<file path="src/rtl/floor_request_scheduler_pkg.sv">
// Shared definitions for the elevator floor request scheduler.
// Contents: default floor count and code width, scheduler state encoding,
// sweep direction constants, floor-code to bit-index helper.
package elevator_pkg;

  localparam int unsigned DEF_NUM_FLOORS = 7;
  localparam int unsigned DEF_FLOOR_W    = 3;

  typedef enum logic [1:0] {
    IDLE   = 2'd0,
    SELECT = 2'd1,
    OFFER  = 2'd2,
    SERVE  = 2'd3
  } state_t;

  localparam logic DIR_UP = 1'b1;
  localparam logic DIR_DN = 1'b0;

  // Floors are numbered from 1; bit 0 of a floor mask is floor 1.
  function automatic int floor_to_idx(input int floor);
    return floor - 1;
  endfunction

endpackage

</file>
<file path="src/rtl/floor_request_scheduler_btn_debounce.sv">
// btn_debounce: one call button input path.
// A 2-flop synchroniser feeds a stability counter; the debounced level only
// changes after DEBOUNCE_CYCLES consecutive samples differ from it.
// Ports:
//   clk, rst : clock, asynchronous active-high reset
//   i_btn    : raw asynchronous button
//   o_rise   : one-cycle pulse, registered, on the debounced rising edge
module btn_debounce #(
  parameter int unsigned DEBOUNCE_CYCLES = 1_000_000
) (
  input  logic clk,
  input  logic rst,
  input  logic i_btn,
  output logic o_rise
);

  localparam int unsigned CNT_W = $clog2(DEBOUNCE_CYCLES + 1);

  logic             r_sync1;
  logic             r_sync2;
  logic             r_level;
  logic [CNT_W-1:0] r_cnt;
  logic             r_rise;

  // Synchroniser, stability counter and edge pulse.
  always_ff @(posedge clk or posedge rst) begin
    if (rst) begin
      r_sync1 <= 1'b0;
      r_sync2 <= 1'b0;
      r_level <= 1'b0;
      r_cnt   <= '0;
      r_rise  <= 1'b0;
    end else begin
      r_sync1 <= i_btn;
      r_sync2 <= r_sync1;
      r_rise  <= 1'b0;
      if (r_sync2 == r_level) begin
        r_cnt <= '0;
      end else if (r_cnt == CNT_W'(DEBOUNCE_CYCLES - 1)) begin
        // This is the DEBOUNCE_CYCLES-th differing sample in a row.
        r_level <= r_sync2;
        r_cnt   <= '0;
        r_rise  <= r_sync2;
      end else begin
        r_cnt <= r_cnt + CNT_W'(1);
      end
    end
  end

  assign o_rise = r_rise;

endmodule

</file>
<file path="src/rtl/floor_request_scheduler.sv">
// floor_request_scheduler: turns per-floor call buttons into one target floor
// using a SCAN policy (keep direction, then reverse), offered over valid/ready.
// Optional macro ELEV_RETARGET_EN: while serving, a new call strictly between
// the car and its target (in the sweep direction) re-runs the selection so the
// nearer floor is offered first; the old target stays pending.
// Ports:
//   clk, rst      : clock, asynchronous active-high reset
//   call_btn      : raw buttons, bit i = floor i+1
//   cur_floor     : current car floor (1..NUM_FLOORS)
//   arrived       : one-cycle pulse, car stopped at cur_floor
//   target_floor  : selected destination (registered)
//   target_valid  : target_floor offered (registered)
//   target_ready  : consumer accepts the target
//   dir_up        : current sweep direction, 1 = up (registered)
//   pending       : latched outstanding calls, also drives LEDs (registered)
//   busy          : high in every state except IDLE (registered)
module floor_request_scheduler
  import elevator_pkg::*;
#(
  parameter int unsigned NUM_FLOORS      = DEF_NUM_FLOORS,
  parameter int unsigned FLOOR_W         = DEF_FLOOR_W,
  parameter int unsigned DEBOUNCE_CYCLES = 1_000_000
) (
  input  logic                  clk,
  input  logic                  rst,
  input  logic [NUM_FLOORS-1:0] call_btn,
  input  logic [FLOOR_W-1:0]    cur_floor,
  input  logic                  arrived,
  output logic [FLOOR_W-1:0]    target_floor,
  output logic                  target_valid,
  input  logic                  target_ready,
  output logic                  dir_up,
  output logic [NUM_FLOORS-1:0] pending,
  output logic                  busy
);

  state_t                  r_state;
  logic [FLOOR_W-1:0]      r_target;
  logic                    r_valid;
  logic                    r_dir_up;
  logic [NUM_FLOORS-1:0]   r_pending;
  logic                    r_busy;

  state_t                  w_state_nxt;
  logic [FLOOR_W-1:0]      w_target_nxt;
  logic                    w_dir_nxt;
  logic [NUM_FLOORS-1:0]   w_rise;
  logic [NUM_FLOORS-1:0]   w_cur_mask;
  logic [NUM_FLOORS-1:0]   w_set;
  logic [NUM_FLOORS-1:0]   w_clr;
  logic [NUM_FLOORS-1:0]   w_pending_nxt;
  logic                    w_up_found;
  logic [FLOOR_W-1:0]      w_up_floor;
  logic                    w_dn_found;
  logic [FLOOR_W-1:0]      w_dn_floor;
  logic                    w_fwd_found;
  logic [FLOOR_W-1:0]      w_fwd_floor;
  logic                    w_rev_found;
  logic [FLOOR_W-1:0]      w_rev_floor;
  logic                    w_cur_pend;
  logic                    w_retarget;

  // One debouncer per floor button.
  for (genvar g = 0; g < int'(NUM_FLOORS); g++) begin : gen_db
    btn_debounce #(
      .DEBOUNCE_CYCLES(DEBOUNCE_CYCLES)
    ) u_db (
      .clk   (clk),
      .rst   (rst),
      .i_btn (call_btn[g]),
      .o_rise(w_rise[g])
    );
  end

  // One-hot of cur_floor; all zero for code 0 or codes above NUM_FLOORS,
  // which makes out-of-range arrivals clear nothing.
  always_comb begin
    w_cur_mask = '0;
    for (int i = 0; i < int'(NUM_FLOORS); i++) begin
      w_cur_mask[i] = (cur_floor != '0) && (floor_to_idx(int'(cur_floor)) == i);
    end
  end

  // Pending update: presses at the car's floor are dropped while idle; a clear
  // beats a set on the same bit.
  always_comb begin
    w_set         = w_rise & ~((r_state == IDLE) ? w_cur_mask : '0);
    w_clr         = arrived ? w_cur_mask : '0;
    w_pending_nxt = (r_pending | w_set) & ~w_clr;
  end

  // Nearest pending floor strictly above and strictly below the car.
  always_comb begin
    w_up_found = 1'b0;
    w_up_floor = '0;
    w_dn_found = 1'b0;
    w_dn_floor = '0;
    for (int i = int'(NUM_FLOORS) - 1; i >= 0; i--) begin
      if (r_pending[i] && (i + 1 > int'(cur_floor))) begin
        w_up_found = 1'b1;
        w_up_floor = FLOOR_W'(i + 1);
      end
    end
    for (int i = 0; i < int'(NUM_FLOORS); i++) begin
      if (r_pending[i] && (i + 1 < int'(cur_floor))) begin
        w_dn_found = 1'b1;
        w_dn_floor = FLOOR_W'(i + 1);
      end
    end
    w_cur_pend  = |(r_pending & w_cur_mask);
    w_fwd_found = (r_dir_up == DIR_UP) ? w_up_found : w_dn_found;
    w_fwd_floor = (r_dir_up == DIR_UP) ? w_up_floor : w_dn_floor;
    w_rev_found = (r_dir_up == DIR_UP) ? w_dn_found : w_up_found;
    w_rev_floor = (r_dir_up == DIR_UP) ? w_dn_floor : w_up_floor;
  end

`ifdef ELEV_RETARGET_EN
  logic [NUM_FLOORS-1:0] w_between;

  // Floors strictly between the car and the current target, sweep direction.
  always_comb begin
    w_between = '0;
    for (int i = 0; i < int'(NUM_FLOORS); i++) begin
      if (r_dir_up == DIR_UP) begin
        w_between[i] = (i + 1 > int'(cur_floor)) && (i + 1 < int'(r_target));
      end else begin
        w_between[i] = (i + 1 < int'(cur_floor)) && (i + 1 > int'(r_target));
      end
    end
  end

  assign w_retarget = |(w_set & ~w_clr & w_between);
`else
  assign w_retarget = 1'b0;
`endif

  // Next-state, target and direction.
  always_comb begin
    w_state_nxt  = r_state;
    w_target_nxt = r_target;
    w_dir_nxt    = r_dir_up;
    case (r_state)
      IDLE: begin
        if (|r_pending) w_state_nxt = SELECT;
      end
      SELECT: begin
        if (w_fwd_found) begin
          w_target_nxt = w_fwd_floor;
          w_state_nxt  = OFFER;
        end else if (w_rev_found) begin
          w_target_nxt = w_rev_floor;
          w_dir_nxt    = ~r_dir_up;
          w_state_nxt  = OFFER;
        end else if (w_cur_pend) begin
          // Call at the car's own floor: finish it in SERVE without an offer.
          w_target_nxt = cur_floor;
          w_state_nxt  = SERVE;
        end else begin
          w_state_nxt  = IDLE;
        end
      end
      OFFER: begin
        if (target_ready) w_state_nxt = SERVE;
      end
      SERVE: begin
        if (arrived && (cur_floor == r_target)) begin
          w_state_nxt = SELECT;
        end else if (w_retarget) begin
          w_state_nxt = SELECT;
        end
      end
      default: w_state_nxt = IDLE;
    endcase
  end

  // State and registered outputs; valid/busy are decoded from the next state.
  always_ff @(posedge clk or posedge rst) begin
    if (rst) begin
      r_state   <= IDLE;
      r_target  <= FLOOR_W'(1);
      r_valid   <= 1'b0;
      r_dir_up  <= DIR_UP;
      r_pending <= '0;
      r_busy    <= 1'b0;
    end else begin
      r_state   <= w_state_nxt;
      r_target  <= w_target_nxt;
      r_valid   <= (w_state_nxt == OFFER);
      r_dir_up  <= w_dir_nxt;
      r_pending <= w_pending_nxt;
      r_busy    <= (w_state_nxt != IDLE);
    end
  end

  assign target_floor = r_target;
  assign target_valid = r_valid;
  assign dir_up       = r_dir_up;
  assign pending      = r_pending;
  assign busy         = r_busy;

endmodule

</file>
<file path="config.mk">
export PLATFORM = sky130hd
export DESIGN_NAME = floor_request_scheduler
export DESIGN_NICKNAME = d
export VERILOG_FILES = /design/src/rtl/floor_request_scheduler_pkg.sv /design/src/rtl/floor_request_scheduler_btn_debounce.sv /design/src/rtl/floor_request_scheduler.sv
export SDC_FILE = /design/constraint.sdc
export NUM_CORES = 1
export LEC_CHECK = 0
export ABC_AREA = 1
export CELL_PAD_IN_SITES_DETAIL_PLACEMENT = 0
export CELL_PAD_IN_SITES_GLOBAL_PLACEMENT = 1
export CORE_AREA = 2 2 169 155
export DETAILED_ROUTE_END_ITERATION = 16
export DIE_AREA = 0 0 171 157
export GPL_TIMING_DRIVEN = 1
export PLACE_DENSITY = 0.8
export SYNTH_ARGS = -nofsm -noshare
export SYNTH_HDL_FRONTEND = slang
export SYNTH_HIERARCHICAL = 1
export SYNTH_SLANG_ARGS = --single-unit
</file>
<file path="constraint.sdc">
create_clock -name clk -period 1.2 [get_ports clk]
set_input_delay 0.24 -clock clk [delete_from_list [all_inputs] [get_ports clk]]
set_output_delay 0.24 -clock clk [all_outputs]
set_load 0.01 [all_outputs]
</file>
==> results of run 1 <==
-- Yosys cell counts (5+ instances only) --
library cell	number	area share [%]
xnor2_1	14	1.2
nand4_1	32	1.9
o21ai_0	17	0.82
nand3b_1	8	0.58
nor2_4	10	1.1
xor2_1	50	4.2
nor3b_2	14	1.7
nand2_2	55	3.3
nor2_2	50	3.0
o21ai_1	21	1.0
a21oi_1	30	1.4
nand3_2	5	0.48
nor3_1	30	1.4
nand2_1	245	8.9
nand3_1	107	5.2
or2_2	7	0.42
inv_2	15	0.54
dfrtp_1	181	44
inv_1	113	4.1
ha_1	8	0.97
xor2_2	7	1.1
nor2_1	297	11
-- through the flow --
stage	area [um^2]	hold slack (ns)	utilization (%)	power, mW
2_1_floorplan	10600	0.140	-	6.83
3_3_place_gp	13500	0.334	54.1	7.16
3_5_place_dp	13500	0.336	54.1	7.17
4_1_cts	15800	0.228	63.4	13.1
5_1_grt	16700	0.232	67.0	13.7
6_report	16700	0.243	67.0	13.1
-- registers in the layout, summed over array words and instances, names as in the netlist, 2 cells and up --
signal,count
gen_db.u_db/r_cnt,140
gen_db.u_db/o_rise,7
gen_db.u_db/r_level,7
gen_db.u_db/r_sync1,7
gen_db.u_db/r_sync2,7
pending,7
target_floor,3
r_state,2
-- cells by family after synthesis --
logic type | Yosys count
flops | 183
xor+xnor | 71
buf+inv | 136
simple gates | 864
compound gates | 74
fa+ha+maj | 8
-- how the worst max path moves through the flow --
| stage | startpoint | endpoint | cells after the start |
|---|---|---|---|
| after floorplan | cur_floor[0] | busy | 11 |
| after global placement | cur_floor[0] | target_floor[2] | 13 |
| after detailed placement | cur_floor[1] | target_floor[2] | 11 |
| after CTS | pending[0] | target_floor[2] | 11 |
| after global routing | pending[0] | target_floor[2] | 9 |
| final | pending[0] | target_floor[2] | 9 |
-- placed cells by master, fill, tap and decap left out, types with 7 or more instances in the layout --
cell	netlist	layout
buf_4	0	284
nor2_2	50	85
inv_1	113	95
clkbuf_16	0	17
dfrtp_2	0	29
o21ai_2	1	13
buf_12	0	10
nand2_4	2	28
clkdlybuf4s50_1	0	10
nand3b_1	8	8
dfrtp_1	181	152
ha_4	0	8
nor3_2	0	24
nand3_4	1	30
xor2_2	7	14
o21ai_1	21	22
xor2_1	50	40
nor3b_2	14	13
inv_2	15	25
nand3_1	107	43
nor2_1	297	194
xnor2_1	14	12
a21oi_1	30	28
nand2_8	0	7
nand2_1	245	197
nand4_1	32	32
nand3_2	5	40
inv_4	3	11
nand2_2	55	70
buf_6	3	77
nor2_4	10	78
-- report_power, final --
group          switching (mW)  internal, mW  total, mW
combinational           0.600         0.458       1.06
sequential             0.0924          6.24       6.34
clock                    2.54          3.16       5.70
-- area by class of cell --
cell class	instances	share of cell area, %
multi-input cells	1017	43.2
flip-flops and latches	183	27.7
repair buffers	386	20.0
inverters	131	3.11
clock buffers	20	2.68
well taps	342	2.56
clock inverters	12	0.840
-- worst max-delay path, stage by stage, from the launching register on --
cell and delay, ns:
dfrtp_1 0.39, buf_6 0.13, buf_6 0.11, buf_6 0.12, a21oi_4 0.21, nand3_4 0.12
o21ai_4 0.27, inv_2 0.07, nand2_2 0.06, nand2_2 0.04
-- metal layers --
layer  wire (um)  up-vias  share of wire (%)
met5           0        -                  0
met4         507        0                1.7
met3         893       37                3.0
met2       15300      130                 51
met1       13400     5009                 45
li1            -     5065                  -
-- repair_timing --
| item | CTS | global route |
|---|---|---|
| resized for setup | 375 | 220 |
| setup endpoints to repair | 169 | 175 |
| pin swaps | 147 | 121 |
| setup buffers | 61 | 32 |
| gates cloned | 0 | 0 |
| hold buffers | 0 | 0 |
==> reports/qor.csv, run 1 <==
stage,metric,value,unit
yosys,yosys_warnings,6,
global_routing,grt_pass1_wl,49.3,mm
finish,drive_gt1_share,51.7,%
timing,slew_violations,0,
global_routing,antenna_found_initial,0,
critical_path,crit_path_max_fanout,7,
run_status,status,"complete, but fails checks",
place,gp_congestion,0.833,
power,p_leak,7.49,nW
clock_network,clockBufferDepth,2,
hold_path,worstHoldStart,call_btn[5],
critical_path,r2r_setup_slack,-0.43,ns
timing,slew_headroom,78.0,%
global_routing,busiest_layer,met2,
route,drc,0,
critical_path,critical_path.reg2reg.startpoint,pending[0],
yosys,synth_compound_area_share,3.91,%
clock_network,tritoncts,yes,
place,io_buffers,26,
global_routing,met2_usage,39.1,%
finish,fillCellCount,1998,
yosys,ys.flop_type,dfrtp_1,
timing,rsz0062_at_grt,true,
floorplan,ios,27,
clock_network,cts_htree_levels,4,
route,first_iter_violations,515,
floorplan,die_h,157,um
power,powerDensity,785,nW/um^2
floorplan,start_util,41.6,%
clock_network,clk_latency,0.43,ns
timing,worst_pin_slew,0.329,ns
route,first_pass_iters,5,
timing,setup-tns-final,-21.78,ns
yosys,syn_area_per_cell,7.76,um^2
floorplan,coreArea,24900,um^2
route,avgRoutedWirePerCell,14.4,um
yosys,synth_mux_area_share,0,%
timing,setup_viol,157,
timing,fin_crit_sh,136,%
finish,diodes,0,
finish,multi_input_area,7200,um^2
yosys,synth_cells,1336,
yosys,synth_area,10400,um^2
yosys,yosysSeqAreaShare,44.2,%
place,post-dp-hpwl,19.7,mm
finish,syn_to_final_growth,61.0,%
route,ant_nets,0,
clock_network,cts_buffers,17,
finish,regArea,4620,um^2
critical_path,end_kind,flop,
critical_path,crit_path_start_kind,flop,
route,vias,10200,
timing,fin_crit,1.63,ns
hold_path,min_path_cells,1,
global_routing,grt_max_degree,25,
critical_path,r2r_cells,9,
clock_network,cts.sinks,183,
yosys,async_flop_share,100,%
yosys,synth_enable_flop_cells,0,
finish,fin_nets,1758,
timing,skew,0.0118,ns
yosys,synth_fa_ha_area_share,0.965,%
critical_path,cp.arrival,1.95,ns
yosys,synthSimpleGateAreaFrac,39.2,%
floorplan,die_w,171,um
yosys,syn-num-nets,1358,
timing,finalHoldViolCount,0,
route,wirelength,30.1,mm
timing,fmax,0.615,GHz
yosys,synthDistinctLibCells,36,
clock_network,path_clk_slew,0.07,ns
finish,fin_cells,2091,
run,drv_cap,0,
global_routing,use_met1,29.7,%
critical_path,crit_type,reg -> reg,
power,vdd_drop_max,0.794,mV
place,dpl_worst_slack,-0.876,ns
yosys,synthXorXnorAreaFrac,6.50,%
critical_path,timing.rr.end,target_floor[2],
timing,fin_ws,-0.427,ns
clock_network,clock_tree.root_cell,clkbuf_16,
critical_path,crit_required,1.53,ns
global_routing,grt_util_met3,3.97,%
hold_path,whs_endpoint,gen_db[5].u_db/r_sync1,
global_routing,grt_pass1_vias,10400,
floorplan,rows,55,
global_routing,overflow,0,
yosys,yosys_register_bits,183,
global_routing,grt_usage,22.8,%
yosys,synth_top_family_by_area,simple AND/OR/NAND/NOR gates,
place,dp.cells,1982,
floorplan,die_area,26800,um^2
run_status,violations,negative setup slack,
hold_path,holdCritPathClass,in -> reg,
route,vias_per_cell,4.90,
No activity file was read; power rests on OpenSTA's default activity.
==> run 2, diff against run 1 <==
--- a/config.mk
+++ b/config.mk
@@ -13,6 +13,8 @@
 export DIE_AREA = 0 0 171 157
 export GPL_TIMING_DRIVEN = 1
 export PLACE_DENSITY = 0.8
+export SETUP_SLACK_MARGIN = 0.5
+export SLEW_MARGIN = 25
 export SYNTH_ARGS = -nofsm -noshare
 export SYNTH_HDL_FRONTEND = slang
 export SYNTH_HIERARCHICAL = 1
==> reports/qor.csv, run 2 (synthesis gave the netlist of run 1 again) <==
stage,metric,value,unit,change
clock_network,cts_htree_levels,4,,unchanged
route,ant_nets,0,,unchanged
route,wirelength,30.4,mm,+1.2%
global_routing,grt_pass1_wl,49.9,mm,+1.2%
route,drc,0,,unchanged
finish,layout_commonest_cell,buf_4,,
critical_path,crit_required,1.53,ns,about the same
global_routing,grt_pass1_vias,10500,,+0.86%
power,p_leak,7.74,nW,+3.4%
clock_network,clock_tree.root_cell,clkbuf_16,,
place,dpl_cell_area,13900,um^2,+3.0%
timing,finalHoldViolCount,0,,unchanged
power,vdd_drop_max,1.11,mV,+39%
timing,setup-tns-final,-23.31,ns,-1.53 ns
critical_path,critical_path.reg2reg.startpoint,pending[5],,
critical_path,crit_path_max_fanout,7,,unchanged
global_routing,busiest_layer,met2,,
clock_network,clk_latency,0.45,ns,+0.02 ns
clock_network,clockBufferDepth,2,,unchanged
hold_path,holdCritPathClass,in -> async,,
timing,fmax,0.639,GHz,+3.9%
critical_path,cp.arrival,1.90,ns,-0.05 ns
timing,fin_crit_sh,130,%,-5.1 points
clock_network,path_clk_slew,0.08,ns,about the same
floorplan,die_area,26800,um^2,unchanged
clock_network,cts_buffers,17,,unchanged
finish,fin_cells,2121,,+1.4%
route,first_pass_iters,5,,unchanged
timing,rsz0062_at_grt,true,,
clock_network,cts.sinks,183,,unchanged
global_routing,use_met1,29.5,%,-0.21 points
timing,fin_crit,1.57,ns,-0.0612 ns
finish,syn_to_final_growth,66.8,%,
floorplan,ios,27,,unchanged
place,io_buffers,26,,unchanged
global_routing,met2_usage,40.4,%,+1.3 points
global_routing,grt_usage,23.2,%,+0.46 points
timing,skew,0.0125,ns,+0.000647 ns
route,avgRoutedWirePerCell,14.3,um,-0.21%
floorplan,die_h,157,um,unchanged
route,vias,10300,,+0.50%
run_status,violations,negative setup slack,,
clock_network,tritoncts,yes,,
route,vias_per_cell,4.85,,-0.92%
place,dpl_worst_slack,-0.904,ns,-0.0281 ns
floorplan,start_util,41.6,%,unchanged
floorplan,die_w,171,um,unchanged
floorplan,rows,55,,unchanged
run,drv_cap,0,,unchanged
critical_path,crit_path_start_kind,flop,,
global_routing,antenna_found_initial,0,,unchanged
finish,layout.core_utilization,69.4,%,+2.4 points
critical_path,r2r_setup_slack,-0.37,ns,+0.06 ns
floorplan,coreArea,24900,um^2,unchanged
timing,slew_violations,0,,unchanged
route,first_iter_violations,489,,-5.0%
power,powerDensity,771,nW/um^2,-1.7%
critical_path,timing.rr.end,target_floor[2],,
global_routing,overflow,0,,unchanged
timing,fin_ws,-0.365,ns,+0.0612 ns
critical_path,crit_type,reg -> reg,,
finish,largest_reg_flops,140,,unchanged
place,gp_congestion,0.853,,+2.4%
place,dp.cells,1994,,+0.61%
place,post-dp-hpwl,19.9,mm,+1.2%
finish,regMostFlops,gen_db.u_db/r_cnt,,
timing,setup_viol,166,,+5.7%
timing,worst_pin_slew,0.305,ns,-0.0238 ns
finish,fillCellCount,1896,,-5.1%
timing,slew_headroom,79.4,%,+1.4 points
finish,fin_nets,1788,,+1.7%
critical_path,r2r_cells,9,,unchanged
run_status,status,"complete, but fails checks",,
global_routing,grt_util_met3,4.10,%,+0.13 points
finish,diodes,0,,unchanged
global_routing,grt_max_degree,25,,unchanged
finish,drive_gt1_share,53.5,%,+1.8 points
critical_path,end_kind,flop,,
finish,fin_area,17300,um^2,+3.7%
finish,mostFrequentLayoutCells,"283 x buf_4, 204 x nand2_1, 196 x nor2_1, 140 x dfrtp_1, 102 x buf_6",,
==> run 2: power by group <==
group	leakage [nW]	switching (mW)	total (mW)	internal [mW]
registers	2.44	0.111	6.36	6.25
clock network	0.289	2.69	5.81	3.12
logic	5.02	0.649	1.17	0.526
==> run 2: worst max-delay path, cell delays in order, from the launching register on <==
cell     delay, ns
dfrtp_2       0.42
buf_6         0.13
nand4_1       0.13
nand3_4       0.12
nor2_4        0.15
nand3_4       0.09
o21ai_4       0.25
inv_2         0.05
nand2_1       0.06
nand2_1       0.05
==> run 2: worst max path at each step <==
stage	from	to	slack, ns	cells past startpoint
after floorplan	cur_floor[0]	busy	-0.36	11
after global placement	cur_floor[0]	target_floor[2]	-0.86	13
after detailed placement	cur_floor[1]	target_floor[2]	-0.90	11
after CTS	pending[1]	target_floor[2]	-0.34	9
after global routing	pending[5]	target_floor[2]	-0.48	9
final	pending[5]	target_floor[2]	-0.37	9
==> run 2: area by class of cell <==
class,count,area [um^2],share of cell area (%)
repair inverters,2,15.0,0.0868
inverters,131,571,3.30
clock inverters,15,165,0.955
well taps,342,428,2.47
repair buffers,414,3660,21.2
flip-flops and latches,183,4630,26.8
clock buffers,17,425,2.46
multi-input cells,1017,7400,42.8
==> run 2: what timing repair did <==
action,CTS,global route
gates cloned,2,1
hold buffers,0,0
buffers inserted,58,34
gates resized for setup,403,192
setup endpoints to repair,182,182
pin swaps,145,101
==> run 2: metal layers <==
metal | wire length [um] | part of all wire (%) | vias to the layer above
li1 | - | - | 5126
met3 | 789 | 2.6 | 34
met2 | 15800 | 52 | 108
met4 | 426 | 1.4 | 0
met1 | 13400 | 44 | 5024
met5 | 0 | 0 | -
==> run 2: metrics by stage <==
step	hold WS, ns	power [mW]
floorplan	0.118	6.86
global placement	0.334	7.24
detailed placement	0.337	7.27
CTS	0.170	13.4
global route	0.188	13.9
finish	0.187	13.3
